`src/rtl/d2x4_decoder.sv`:
```
// Registered 2-to-4 line decoder with enable and per-line saturating hit counters.
//
// Ports:
//   clk      - single clock, all state updates on the rising edge
//   rst_n    - synchronous active-low reset, overrides every other input
//   en       - decode enable
//   A, B     - select index {A,B}, A is the MSB
//   cnt_clr  - synchronous clear of all hit counters (wins over an increment)
//   cnt_sel  - selects which line's counter drives hit_cnt
//   D        - registered one-hot decode (inverted when OUT_ACTIVE_LOW)
//   valid    - registered en: D holds a decoded value
//   chg      - one-cycle pulse when the decoded index changed or decode restarted
//   idx      - registered index of the asserted line
//   hit_cnt  - counter of line cnt_sel, combinational mux of the counter registers
module d2x4_decoder #(
  parameter bit          OUT_ACTIVE_LOW = 1'b0,
  parameter int unsigned CNT_W          = 8
) (
  input  logic             clk,
  input  logic             rst_n,
  input  logic             en,
  input  logic             A,
  input  logic             B,
  input  logic             cnt_clr,
  input  logic [1:0]       cnt_sel,
  output logic [3:0]       D,
  output logic             valid,
  output logic             chg,
  output logic [1:0]       idx,
  output logic [CNT_W-1:0] hit_cnt
);

  localparam int unsigned N_LINES = 4;
  localparam logic [3:0] D_IDLE = OUT_ACTIVE_LOW ? 4'b1111 : 4'b0000;
  localparam logic [CNT_W-1:0] CNT_MAX = '1;

  logic [1:0] sel_c;
  logic [3:0] onehot_c;
  logic [3:0] d_next_c;
  logic [N_LINES-1:0][CNT_W-1:0] cnt_q;

  // Decode the sampled index and apply output polarity.
  assign sel_c    = {A, B};
  assign onehot_c = 4'(1) << sel_c;
  assign d_next_c = OUT_ACTIVE_LOW ? ~onehot_c : onehot_c;

  // Decode path: D, valid, change pulse and index.
  always_ff @(posedge clk) begin
    if (!rst_n) begin
      D     <= D_IDLE;
      valid <= 1'b0;
      chg   <= 1'b0;
      idx   <= 2'd0;
    end else if (en) begin
      D     <= d_next_c;
      valid <= 1'b1;
      // A restart after reset/disable counts as a change even if the index matches.
      chg   <= !valid || (sel_c != idx);
      idx   <= sel_c;
    end else begin
      D     <= D_IDLE;
      valid <= 1'b0;
      chg   <= 1'b0;
    end
  end

  // Per-line saturating hit counters; clear drops the same-cycle increment.
  always_ff @(posedge clk) begin
    if (!rst_n) begin
      cnt_q <= '0;
    end else if (cnt_clr) begin
      cnt_q <= '0;
    end else if (en && (cnt_q[sel_c] != CNT_MAX)) begin
      cnt_q[sel_c] <= cnt_q[sel_c] + CNT_W'(1);
    end
  end

  assign hit_cnt = cnt_q[cnt_sel];

endmodule

```
`config.mk`:
```
export PLATFORM = sky130hd
export DESIGN_NAME = d2x4_decoder
export DESIGN_NICKNAME = d
export VERILOG_FILES = /design/src/rtl/d2x4_decoder.sv
export SDC_FILE = /design/constraint.sdc
export NUM_CORES = 1
export LEC_CHECK = 0
export ABC_AREA = 1
export CAP_MARGIN = 20
export CELL_PAD_IN_SITES_DETAIL_PLACEMENT = 2
export CELL_PAD_IN_SITES_GLOBAL_PLACEMENT = 2
export CORE_MARGIN = 5
export CORE_UTILIZATION = 28
export DETAILED_ROUTE_END_ITERATION = 6
export PLACE_DENSITY_LB_ADDON = 0.1
export SYNTH_ARGS = -nofsm -noshare
export SYNTH_HDL_FRONTEND = slang
export SYNTH_SLANG_ARGS = --single-unit
```
`constraint.sdc`:
```
create_clock -name clk -period 2.1 [get_ports clk]
set_clock_uncertainty 0.2 [all_clocks]
set_input_delay 0.21 -clock clk [delete_from_list [all_inputs] [get_ports clk]]
set_output_delay 0.21 -clock clk [all_outputs]
set_load 0.02 [all_outputs]
```
[After elaboration in Yosys (flattened, before gate mapping)]
Index checks and enable logic that the tools add are counted.
Storage, ports and cells
  bits in registers: 40
  word-level logic and storage cells: 30
  input bits: 8
Operators by class
  multiplexer cells: 8
  reduce and logical (&&, ||, !) cells: 6
  $add $sub $neg: 1
  bitwise operators: 1
  order comparisons: 3
  shift operators: 1
  eq/ne operators: 2
Operators with widths (number)
  $bmux W8 S2: 2
  $bwmux W32: 1
  $mux W8: 3
  $demux W8 S2: 1
  $add A8 B1 Y8 const B: 1
  $ne A8 B8 Y1 const B: 1
  $lt A2 B3 Y1 const B: 2
  $shl A1 B2 Y4 const A: 1
  $ge A2 B1 Y1 const B: 1
  $logic_and A1 B1 Y1: 2
  $ne A2 B2 Y1: 1
  $reduce_and A2 Y1: 1
  $reduce_or A2 Y1: 1
  $logic_not A1 Y1: 1
  $logic_or A1 B1 Y1: 1
  $mux W1: 1
  $not A1 Y1: 1

[Longest topological paths before layout]
Gate-level depths: netlist of run 1.
  depth in word-level cells: 5
  gate-level depth with buffers: 17
  depth with buffers taken out: 13

[Worst setup path after synthesis of run 1]
OpenSTA, ideal clock, no wires.
  path kind: input to register
  start: input B
  end: register cnt_q[19] in the netlist's numbering
  slack: 71 ps
  data arrival time: 1720 ps
  stages: 17
  path through: buf_6 -> inv_6 -> buf_8 -> buf_6 -> nand2_1 -> nand2_1 -> nand2_1 -> nand2_1 -> ha_1 -> nand2_1 -> nor2_2 -> nand2_4 -> buf_6 -> buf_6 -> nand4_1 -> nand2_1 -> nor2_2
Between the ends
  longest elaborated chain between the ends: 5
  elaborated cells on any way between the ends: 11
  those cells by class: 1 x add/sub; 2 x order compare; 1 x eq/ne; 5 x mux; 2 x reduce/logical
RTL lines
  start, declared: line 23  | input logic B,
  branches (longest 5 deep; another with $add A8 B1 Y8)
  end signal, assigned by index: line 74  | cnt_q[sel_c] <= cnt_q[sel_c] + CNT_W'(1);
  end, declared: line 40  | logic [N_LINES-1:0][CNT_W-1:0] cnt_q;
Parallel ways; which one is timed is not known. The select of a mux whose other input is x is not followed.
A chain may end at the register's enable or synchronous reset.

[Worst setup path in the final report of run 1]
  start: input B
  end: register cnt_q[27] in the netlist's numbering
Same word-level chain as after synthesis.

==> results of run 1 <==
[power breakdown]
group	internal, W	switching (W)	total (W)
clock network	0.000269	0.000301	0.000570
logic	0.000144	0.000202	0.000347
registers	0.000777	0.0000140	0.000791
[what timing repair did]
item                                    in CTS  in global routing
hold buffers                                 0                  0
endpoints found under the setup margin      40                 34
pin swaps                                    3                  2
resized for setup                           20                 19
setup buffers                                4                  1
[registers in the layout, summed over array words and instances, names as in the netlist]
| signal | flops |
|---|---|
| chg | 1 |
| D | 4 |
| cnt_q | 32 |
| idx | 2 |
| valid | 1 |
[worst paths after layout]
check	end	startpoint	slack, ps	cells after the start
max	cnt_q[27]	B	90	16
min	D[0]	A	250	3
min reg2reg	cnt_q[17]	cnt_q[17]	290	2
max reg2reg	cnt_q[27]	cnt_q[9]	110	13
[cell type report]
cell class | count | area [um^2] | area share (%)
clock buffer | 8 | 90.1 | 2.74
multi-input combinational | 291 | 1380 | 41.9
inverter | 47 | 181 | 5.52
tap | 108 | 135 | 4.11
sequential | 40 | 806 | 24.5
timing repair buffer | 77 | 696 | 21.2
[metal layers]
metal	part of all wire, %	GRT usage, %
met1	46	22.1
met2	52	33.3
met3	1.6	2.23
met4	1.1	3.61
met5	0	0
[placed cells by master, fill, tap and decap left out, drive strengths merged]
master	count
clkbuf	10
nand2	155
nand3	10
or2	2
a21oi	21
xnor2	1
dfxtp	40
nor3	3
o21ai	15
inv	47
nand3b	1
ha	1
o22ai	2
nor2	50
a41oi	1
buf	54
a21boi	8
nand4	21
dlygate4sd2	8
clkdlybuf4s50	13
[per-stage QoR]
| step | setup TNS, ps | util [%] | area (um^2) |
|---|---|---|---|
| 2_1_floorplan | 0 | - | 2490 |
| 3_3_place_gp | -10780 | 35.7 | 3090 |
| 3_5_place_dp | -14900 | 35.7 | 3090 |
| 4_1_cts | 0 | 37.4 | 3240 |
| 5_1_grt | -34.0 | 37.9 | 3290 |
| 6_report | 0 | 37.9 | 3290 |
[cells in the mapped netlist, drive strengths merged, types with 2 or more instances]
cell    number
clkbuf       5
inv         47
nor3         3
nand3       10
nor2        50
o22ai        2
dfxtp       40
or2          2
a21oi       21
nand4       21
buf         19
nand2      155
a21boi       8
o21ai       15
[critical path: cells and delay by family]
kind / cells / cell delay, ps
and+or+nand+nor: 10 / 930
buffers and inverters: 6 / 900
[kinds of logic after synthesis]
kind of cell | after synthesis | synth area share (%)
AOI/OAI and AO/OA | 47 | 10.5
adders and majority gates | 1 | 0.503
DFF | 40 | 32.2
xor gates and xnor gates | 1 | 0.352
buffers and inverters | 71 | 14.5
and+or+nand+nor | 242 | 41.9
==> qor.csv, run 1 <==
stage,metric,value,unit
run,Max-Cap Viols,0,
synthesis,Yosys top cell area share,32.2,%
clock_tree,clock tree sinks,40,
global_route,first-pass GRT wire length,15900,um
timing,Finish-stage setup viols,0,
global_route,vias in the first global route,3073,
routing,drt wl/cell,17.1,um
timing,Slew @ Worst Pin,582,ps
place,RePlAce Congestion,0.805,
routing,drt total wl,9750,um
timing,fmax,497,MHz
synthesis,"EDFF count, synth",0,
global_route,GRT overflow,0,
synthesis,Unique masters post-synth,30,
synthesis,#FFs+latches synth,40,
setup_path,slowest CP cell,dlygate4sd2_1,
timing,period utilization,95.8,%
layout,# diodes,0,
clock_tree,H-tree levels,2,
setup_path,Critical Path End Type,flip-flop,
timing,Period minus WS final,2010,ps
synthesis,syn_nets,411,
power,LEAKAGE,1.55,nW
clock_tree,TritonCTS buffer count,5,
synthesis,sequential-to-total area share from yosys stat,32.2,%
place,dpl cells,558,
routing,First DRT Iteration DRCs,50,
synthesis,cell taking the most area after synthesis,dfxtp_1,
global_route,largest net degree at the start of global routing,33,
layout,filler cell count,1052,
synthesis,Synth area leaders,"dfxtp_1, nand2_1, inv_1, nor2_1, nand4_1",
min_path,worst min path class,input port to flip-flop,
setup_path,critical path peak fanout,8,
setup_path,crit-path cells,"dlygate4sd2_1, buf_6, inv_6, buf_4, nand2_1, nand2_1, nand2_1, nand2_2, nand2_2, nor2_2, nand2_4, buf_4, buf_4, nand4_1, nand2_1, nor2_2",
setup_path,CP required,2140,ps
routing,DRC viols,0,
synthesis,Synth Cell Area,2490,um^2
layout,Non-Filler Instances,571,
synthesis,synth warn,0,
clock_tree,CTS Root Cell,clkbuf_8,
timing,Fin Hold WS,253,ps
power,pwr/cell area,520,nW/um^2
floorplan,die area,10900,um^2
synthesis,Post-synth ARST share,0,%
layout,Area Overhead vs Synth,32.1,%
synthesis,syn avg cell area,6.19,um^2
timing,Worst slew margin,61.1,%
layout,layout cells sized above 1,21.6,%
global_route,initial antenna violation count,0,
floorplan,Die W,104,um
floorplan,CORE AREA,8680,um^2
timing,final worst setup slack,89.2,ps
routing,antenna-violating nets left,0,
place,Port Buffers,23,
setup_path,crit path DAT,2050,ps
layout,Layout Nets,471,
clock_tree,Clock Path Buffers,2,
synthesis,synthesized instance count,402,
floorplan,Starting Density,28.7,%
synthesis,ys flop type,dfxtp_1,
clock_tree,CTS tree,built,
power,Total Power,0.00171,W
routing,Via Count,2774,
timing,"Hold Vio Cnt, Final",0,
clock_tree,Clock Latency Late Sink,300,ps
timing,max-slew violations,0,
routing,first-pass iteration count of the detailed router,4,
floorplan,Top Ports,24,
setup_path,CP max stage delay,260,ps
routing,Vias/cell,4.86,
place,Place WS,-469,ps
power,Max VDD drop,199,uV
clock_tree,"CTS clk-pin slew, worst paths",80,ps
setup_path,type of the worst setup path,input port to flip-flop,
global_route,All-Layer GR Usage,18.0,%
setup_path,most frequent CP cell,nand2_1,
place,DP Wirelength,7080,um
floorplan,num rows,34,
setup_path,CP startpoint kind,input port,
run_status,status,"finished, final reports clean",
floorplan,Die H,104,um
(Power assumes the default switching activity.)
==> run 2: changes to the inputs <==
==> constraint.sdc (replaced) <==
create_clock -name clk -period 2.1 [get_ports clk]
set_clock_uncertainty 0.2 [all_clocks]
set_input_delay 0.42 -clock clk [delete_from_list [all_inputs] [get_ports clk]]
set_output_delay 0.42 -clock clk [all_outputs]
set_load 0.02 [all_outputs]
==> qor.csv, run 2 (synthesis results as in run 1) <==
stage,metric,value,unit,change
run_status,status,"finished, final reports clean",,
power,LEAKAGE,1.59,nW,+2.5%
min_path,worst min path class,flip-flop to flip-flop,,
floorplan,Starting Density,28.7,%,unchanged
layout,"most common cell after layout, fill and taps aside",nand2_1,,
global_route,GRT overflow,0,,unchanged
run,Max-Cap Viols,0,,unchanged
routing,Vias/cell,4.84,,-0.33%
clock_tree,clock tree sinks,40,,unchanged
clock_tree,H-tree levels,2,,unchanged
floorplan,num rows,34,,unchanged
min_path,Hold Path Sink,cnt_q[17],,
global_route,largest net degree at the start of global routing,33,,unchanged
setup_path,Critical Path End Type,flip-flop,,
setup_path,slowest CP cell,ha_4,,
place,Place WS,-649,ps,-180 ps
clock_tree,Post-CTS Setup Repair Bufs,0,,-4
timing,Worst slew margin,73.1,%,+12 points
setup_path,Critical R2R Capture,cnt_q[16],,
clock_tree,TritonCTS buffer count,5,,unchanged
floorplan,Die W,104,um,unchanged
routing,DRC viols,0,,unchanged
setup_path,Critical R2R Launch,cnt_q[0],,
timing,max-slew violations,0,,unchanged
global_route,initial antenna violation count,0,,unchanged
layout,Area Overhead vs Synth,36.8,%,
layout,Layout Nets,464,,-1.5%
timing,final worst setup slack,74.9,ps,-14.3 ps
layout,max reg flops,32,,unchanged
power,Max VDD drop,221,uV,+11%
layout,# diodes,0,,unchanged
power,pwr/cell area,556,nW/um^2,+7.1%
floorplan,die area,10900,um^2,unchanged
place,dpl cells,554,,-0.72%
place,Port Buffers,23,,unchanged
layout,Non-Filler Instances,564,,-1.2%
clock_tree,CTS tree,built,,
layout,filler cell count,1050,,-0.19%
setup_path,R2R setup slack,170,ps,+60 ps
setup_path,critical path peak fanout,11,,+3
global_route,All-Layer GR Usage,18.5,%,+0.55 points
timing,Finish-stage setup viols,0,,unchanged
timing,"Hold Vio Cnt, Final",0,,unchanged
floorplan,Die H,104,um,unchanged
setup_path,CP max stage delay,170,ps,-90 ps
timing,RSZ-0062 raised after global routing,no,,
global_route,vias in the first global route,2973,,-3.3%
clock_tree,Clock Latency Late Sink,300,ps,about the same
place,DP Wirelength,6900,um,-2.6%
routing,First DRT Iteration DRCs,40,,-20%
routing,first-pass iteration count of the detailed router,4,,unchanged
global_route,first-pass GRT wire length,16100,um,+1.4%
timing,setup_tns,0,ps,unchanged
clock_tree,"CTS clk-pin slew, worst paths",90,ps,about the same
timing,Period minus WS final,2030,ps,+14.3 ps
layout,utilization after layout,39.2,%,+1.4 points
timing,Slew @ Worst Pin,402,ps,-180 ps
setup_path,crit path DAT,2060,ps,about the same
floorplan,Top Ports,24,,unchanged
routing,antenna-violating nets left,0,,unchanged
setup_path,CP required,2130,ps,about the same
routing,drt wl/cell,17.5,um,+2.4%
setup_path,CP startpoint kind,input port,,
setup_path,R2R depth,12,,-1
place,RePlAce Congestion,0.764,,-5.1%
clock_tree,CTS hold repair buffers,0,,unchanged
timing,period utilization,96.4,%,+0.68 points
min_path,worst hold path depth,2,,-1
layout,register area,801,um^2,-0.62%
layout,register with the most flip-flops,cnt_q,,
min_path,Hold Startpoint,cnt_q[17],,
layout,Regs by FF count,"cnt_q (32), D (4), idx (2)",,
clock_tree,CTS Root Cell,clkbuf_8,,
setup_path,crit-path cells,"buf_2, buf_12, inv_12, nand2_1, nand2_1, nand2_1, nand2_2, ha_4, nand2_4, nor2_4, nand2_4, nand3_2, buf_6, nand2_1, a21boi_0",,
routing,Via Count,2731,,-1.6%
routing,drt total wl,9860,um,+1.1%
layout,most frequent cells in the layout,"nand2_1, inv_1, dfxtp_1, nor2_1, buf_4",,
setup_path,most frequent CP cell,nand2_1,,
timing,fmax,494,MHz,-0.71%
layout,Multi-input gate area,1430,um^2,+4.0%
layout,layout cells sized above 1,24.1,%,+2.5 points
timing,Fin Hold WS,296,ps,+43.4 ps
setup_path,type of the worst setup path,input port to flip-flop,,
clock_tree,Clock Path Buffers,2,,unchanged
floorplan,CORE AREA,8680,um^2,unchanged
run 2: changes by cell type in the layout (fill, tap and decap cells not counted), moves of 3 or more:
cell | before | now
buf_4 | 42 | 36
dfxtp_1 | 36 | 40
nand2_1 | 142 | 138
o21ai_0 | 13 | 6
o21ai_1 | 2 | 7
nand2_2 | 12 | 15
dlygate4sd2_1 | 8 | 2
buf_2 | 0 | 3
buf_12 | 4 | 8
dfxtp_2 | 4 | 0
run 2: how the worst max path moves through the flow:
stage          startpoint    endpoint  depth (start not counted)
5_1_grt                 B   cnt_q[15]                         16
6_report                B   cnt_q[16]                         15
4_1_cts                 A   cnt_q[16]                         12
2_1_floorplan           B   cnt_q[10]                         17
3_5_place_dp   cnt_sel[0]  hit_cnt[5]                          7
3_3_place_gp   cnt_sel[0]  hit_cnt[6]                          7
run 2: critical path: cells and delay by family:
family / cells / cell delay (ps)
AND/OR/NAND/NOR: 9 / 770
buffers and inverters: 4 / 520
adder cells (fa/ha/maj): 1 / 170
AO/OA/AOI/OAI: 1 / 140
run 2: cell type report:
class                      instances  share of cell area [%]
timing repair buffer              70                    21.1
sequential                        40                    23.5
inverter                          47                    5.62
clock buffer                       7                    2.83
tap                              108                    3.97
clock inverter                     1                   0.882
multi-input combinational        291                    42.1
run 2: per-stage QoR:
step	instance area (um^2)	total power, W
final	3400	0.00189
after global routing	3400	0.00199
after CTS	3390	0.00193
after detailed placement	3140	0.00116
after global placement	3140	0.00115
after floorplan	2540	0.000999
run 2: report_power, final:
part	switching, W	leakage (nW)	internal [W]
registers	0.0000141	0.325	0.000777
clock network	0.000305	0.0645	0.000420
logic	0.000215	1.20	0.000163
total	0.000534	1.59	0.00136
run 2: timing repair:
action	CTS	global route
endpoints found under the setup margin	40	24
gates resized for setup	76	10
gates cloned	2	0
pin swaps	6	3
run 2: layer usage:
layer	vias to the layer above	track usage (%)	routed length, um
li1	1367	-	-
met1	1327	23.4	4600
met2	27	32.6	4940
met3	10	2.92	180
met4	0	4.72	135
met5	-	0	0
==> run 3: changes to the inputs <==
CORE_UTILIZATION = 31   (was 28)
DONT_BUFFER_PORTS = 1   (was not set)
TNS_END_PERCENT = 10   (was not set)
==> qor.csv, run 3 (synthesis results as in run 1) <==
stage,metric,value,unit,change
run_status,status,"finished, final reports clean",,
setup_path,critical path peak fanout,11,,unchanged
floorplan,Top Ports,24,,unchanged
clock_tree,TritonCTS buffer count,5,,unchanged
floorplan,Die H,99.6,um,-4.5%
timing,period utilization,92.7,%,-3.7 points
floorplan,CORE AREA,7770,um^2,-10%
place,RePlAce Congestion,0.781,,+2.2%
clock_tree,CTS tree,built,,
floorplan,num rows,32,,-5.9%
clock_tree,Clock Path Buffers,2,,unchanged
layout,max reg flops,32,,unchanged
power,LEAKAGE,1.31,nW,-17%
layout,most frequent cells in the layout,"nand2_1, inv_1, dfxtp_1, nor2_1, buf_4",,
clock_tree,Clock Latency Late Sink,300,ps,about the same
timing,Worst slew margin,76.1,%,+3.0 points
layout,Area Overhead vs Synth,12.4,%,
setup_path,CP startpoint kind,flip-flop,,
place,Port Buffers,0,,-100%
routing,drt total wl,8540,um,-13%
floorplan,Die W,99.6,um,-4.5%
layout,"most common cell after layout, fill and taps aside",nand2_1,,
timing,Finish-stage setup viols,0,,unchanged
routing,antenna-violating nets left,0,,unchanged
layout,# diodes,0,,unchanged
min_path,worst min path class,input port to flip-flop,,
setup_path,R2R setup slack,150,ps,-20 ps
global_route,All-Layer GR Usage,18.1,%,-0.43 points
layout,"Design Area, Final",2800,um^2,-18%
layout,Layout Nets,424,,-8.6%
routing,Via Count,2562,,-6.2%
clock_tree,"CTS clk-pin slew, worst paths",80,ps,about the same
routing,drt wl/cell,16.5,um,-5.5%
routing,Vias/cell,4.96,,+2.3%
clock_tree,H-tree levels,2,,unchanged
setup_path,CP required,2090,ps,-40 ps
global_route,initial antenna violation count,0,,unchanged
power,pwr/cell area,554,nW/um^2,-0.41%
setup_path,Critical Path End Type,flip-flop,,
global_route,largest net degree at the start of global routing,33,,unchanged
layout,layout cells sized above 1,14.9,%,-9.2 points
place,DP Wirelength,6210,um,-10%
clock_tree,CTS Root Cell,clkbuf_8,,
timing,Slew @ Worst Pin,358,ps,-43.8 ps
timing,RSZ-0062 raised after global routing,no,,
layout,register with the most flip-flops,cnt_q,,
floorplan,die area,9920,um^2,-8.8%
global_route,GRT overflow,0,,unchanged
place,Area after DPL,2680,um^2,-15%
routing,First DRT Iteration DRCs,60,,+50%
timing,fmax,514,MHz,+4.0%
layout,Regs by FF count,"cnt_q (32), D (4), idx (2)",,
timing,Fin Hold WS,13.8,ps,-282 ps
global_route,vias in the first global route,2788,,-6.2%
global_route,first-pass GRT wire length,14300,um,-11%
setup_path,type of the worst setup path,flip-flop to flip-flop,,
timing,Period minus WS final,1950,ps,-78.4 ps
timing,"Hold Vio Cnt, Final",0,,unchanged
timing,max-slew violations,0,,unchanged
clock_tree,clock tree sinks,40,,unchanged
run,Max-Cap Viols,0,,unchanged
power,Max VDD drop,231,uV,+4.4%
routing,first-pass iteration count of the detailed router,4,,unchanged
power,Total Power,0.00155,W,-18%
setup_path,crit path DAT,1940,ps,-120 ps
floorplan,Starting Density,32.0,%,+3.4 points
clock_tree,Post-CTS Setup Repair Bufs,0,,unchanged
routing,DRC viols,0,,unchanged
## run 3: changes by cell type in the layout (fill, tap and decap cells not counted), moves of 3 or more
cell	before	now
buf_4	36	25
buf_12	8	1
clkdlybuf4s50_1	11	0
buf_6	7	1
o21ai_1	7	1
nand3_1	6	10
nand2_2	15	10
nand2_1	138	143
o21ai_0	6	14
buf_2	3	0
dlygate4sd3_1	0	3
## run 3: repair_timing
item,4_1_cts,5_1_grt
setup endpoints to repair,0,8
gates resized for setup,0,3
hold buffers,2,1
endpoints found under the hold margin,3,1
## run 3: path summary, 6_finish.rpt
path / from / depth (start not counted) / endpoint
worst min register to register: cnt_q[17] / 2 / cnt_q[17]
worst max-delay path: cnt_q[8] / 13 / cnt_q[19]
worst max register to register: cnt_q[8] / 13 / cnt_q[19]
worst min-delay path: en / 1 / idx[1]
## run 3: layer usage
layer	GRT usage (%)	vias up	wire, um
li1	-	1278	-
met1	23.4	1256	4140
met2	31.7	20	4170
met3	2.88	8	154
met4	3.78	0	77
met5	0	-	0
## run 3: stage by stage
stage	worst slack [ps]	std cells	utilization (%)	TNS, ps
after detailed placement	-107	507	34.6	-579
final	153	517	36.0	0
after CTS	71.3	516	35.8	0
after global placement	48.4	507	34.6	0
after floorplan	-56.0	402	-	-820
after global routing	1.87	517	36.0	0
## run 3: power by group
group | switching (W) | total, W | internal (W)
clock | 0.000289 | 0.000515 | 0.000227
sequential | 0.0000235 | 0.000800 | 0.000777
combinational | 0.000144 | 0.000233 | 0.0000895
total | 0.000456 | 0.00155 | 0.00109
## run 3: area by class of cell
class,instances,area [um^2]
clock inverters,1,5.00
fillers,999,4970
well taps,102,128
inverters,47,181
multi-input cells,291,1360
flip-flops and latches,40,802
repair buffers,30,249
clock buffers,6,72.6
## run 3: worst max-delay path, cell delays in order, from the launching register on
cell     delay (ps)
dfxtp_1         380
nand2_1          70
nand2_1          70
nand2_1          60
nand2_2         120
ha_4            170
nand2_4          70
nor2_4          130
nand2_4         100
nand3_1         140
buf_6           170
nand2_1          60
inv_1            70
nor2_2           40
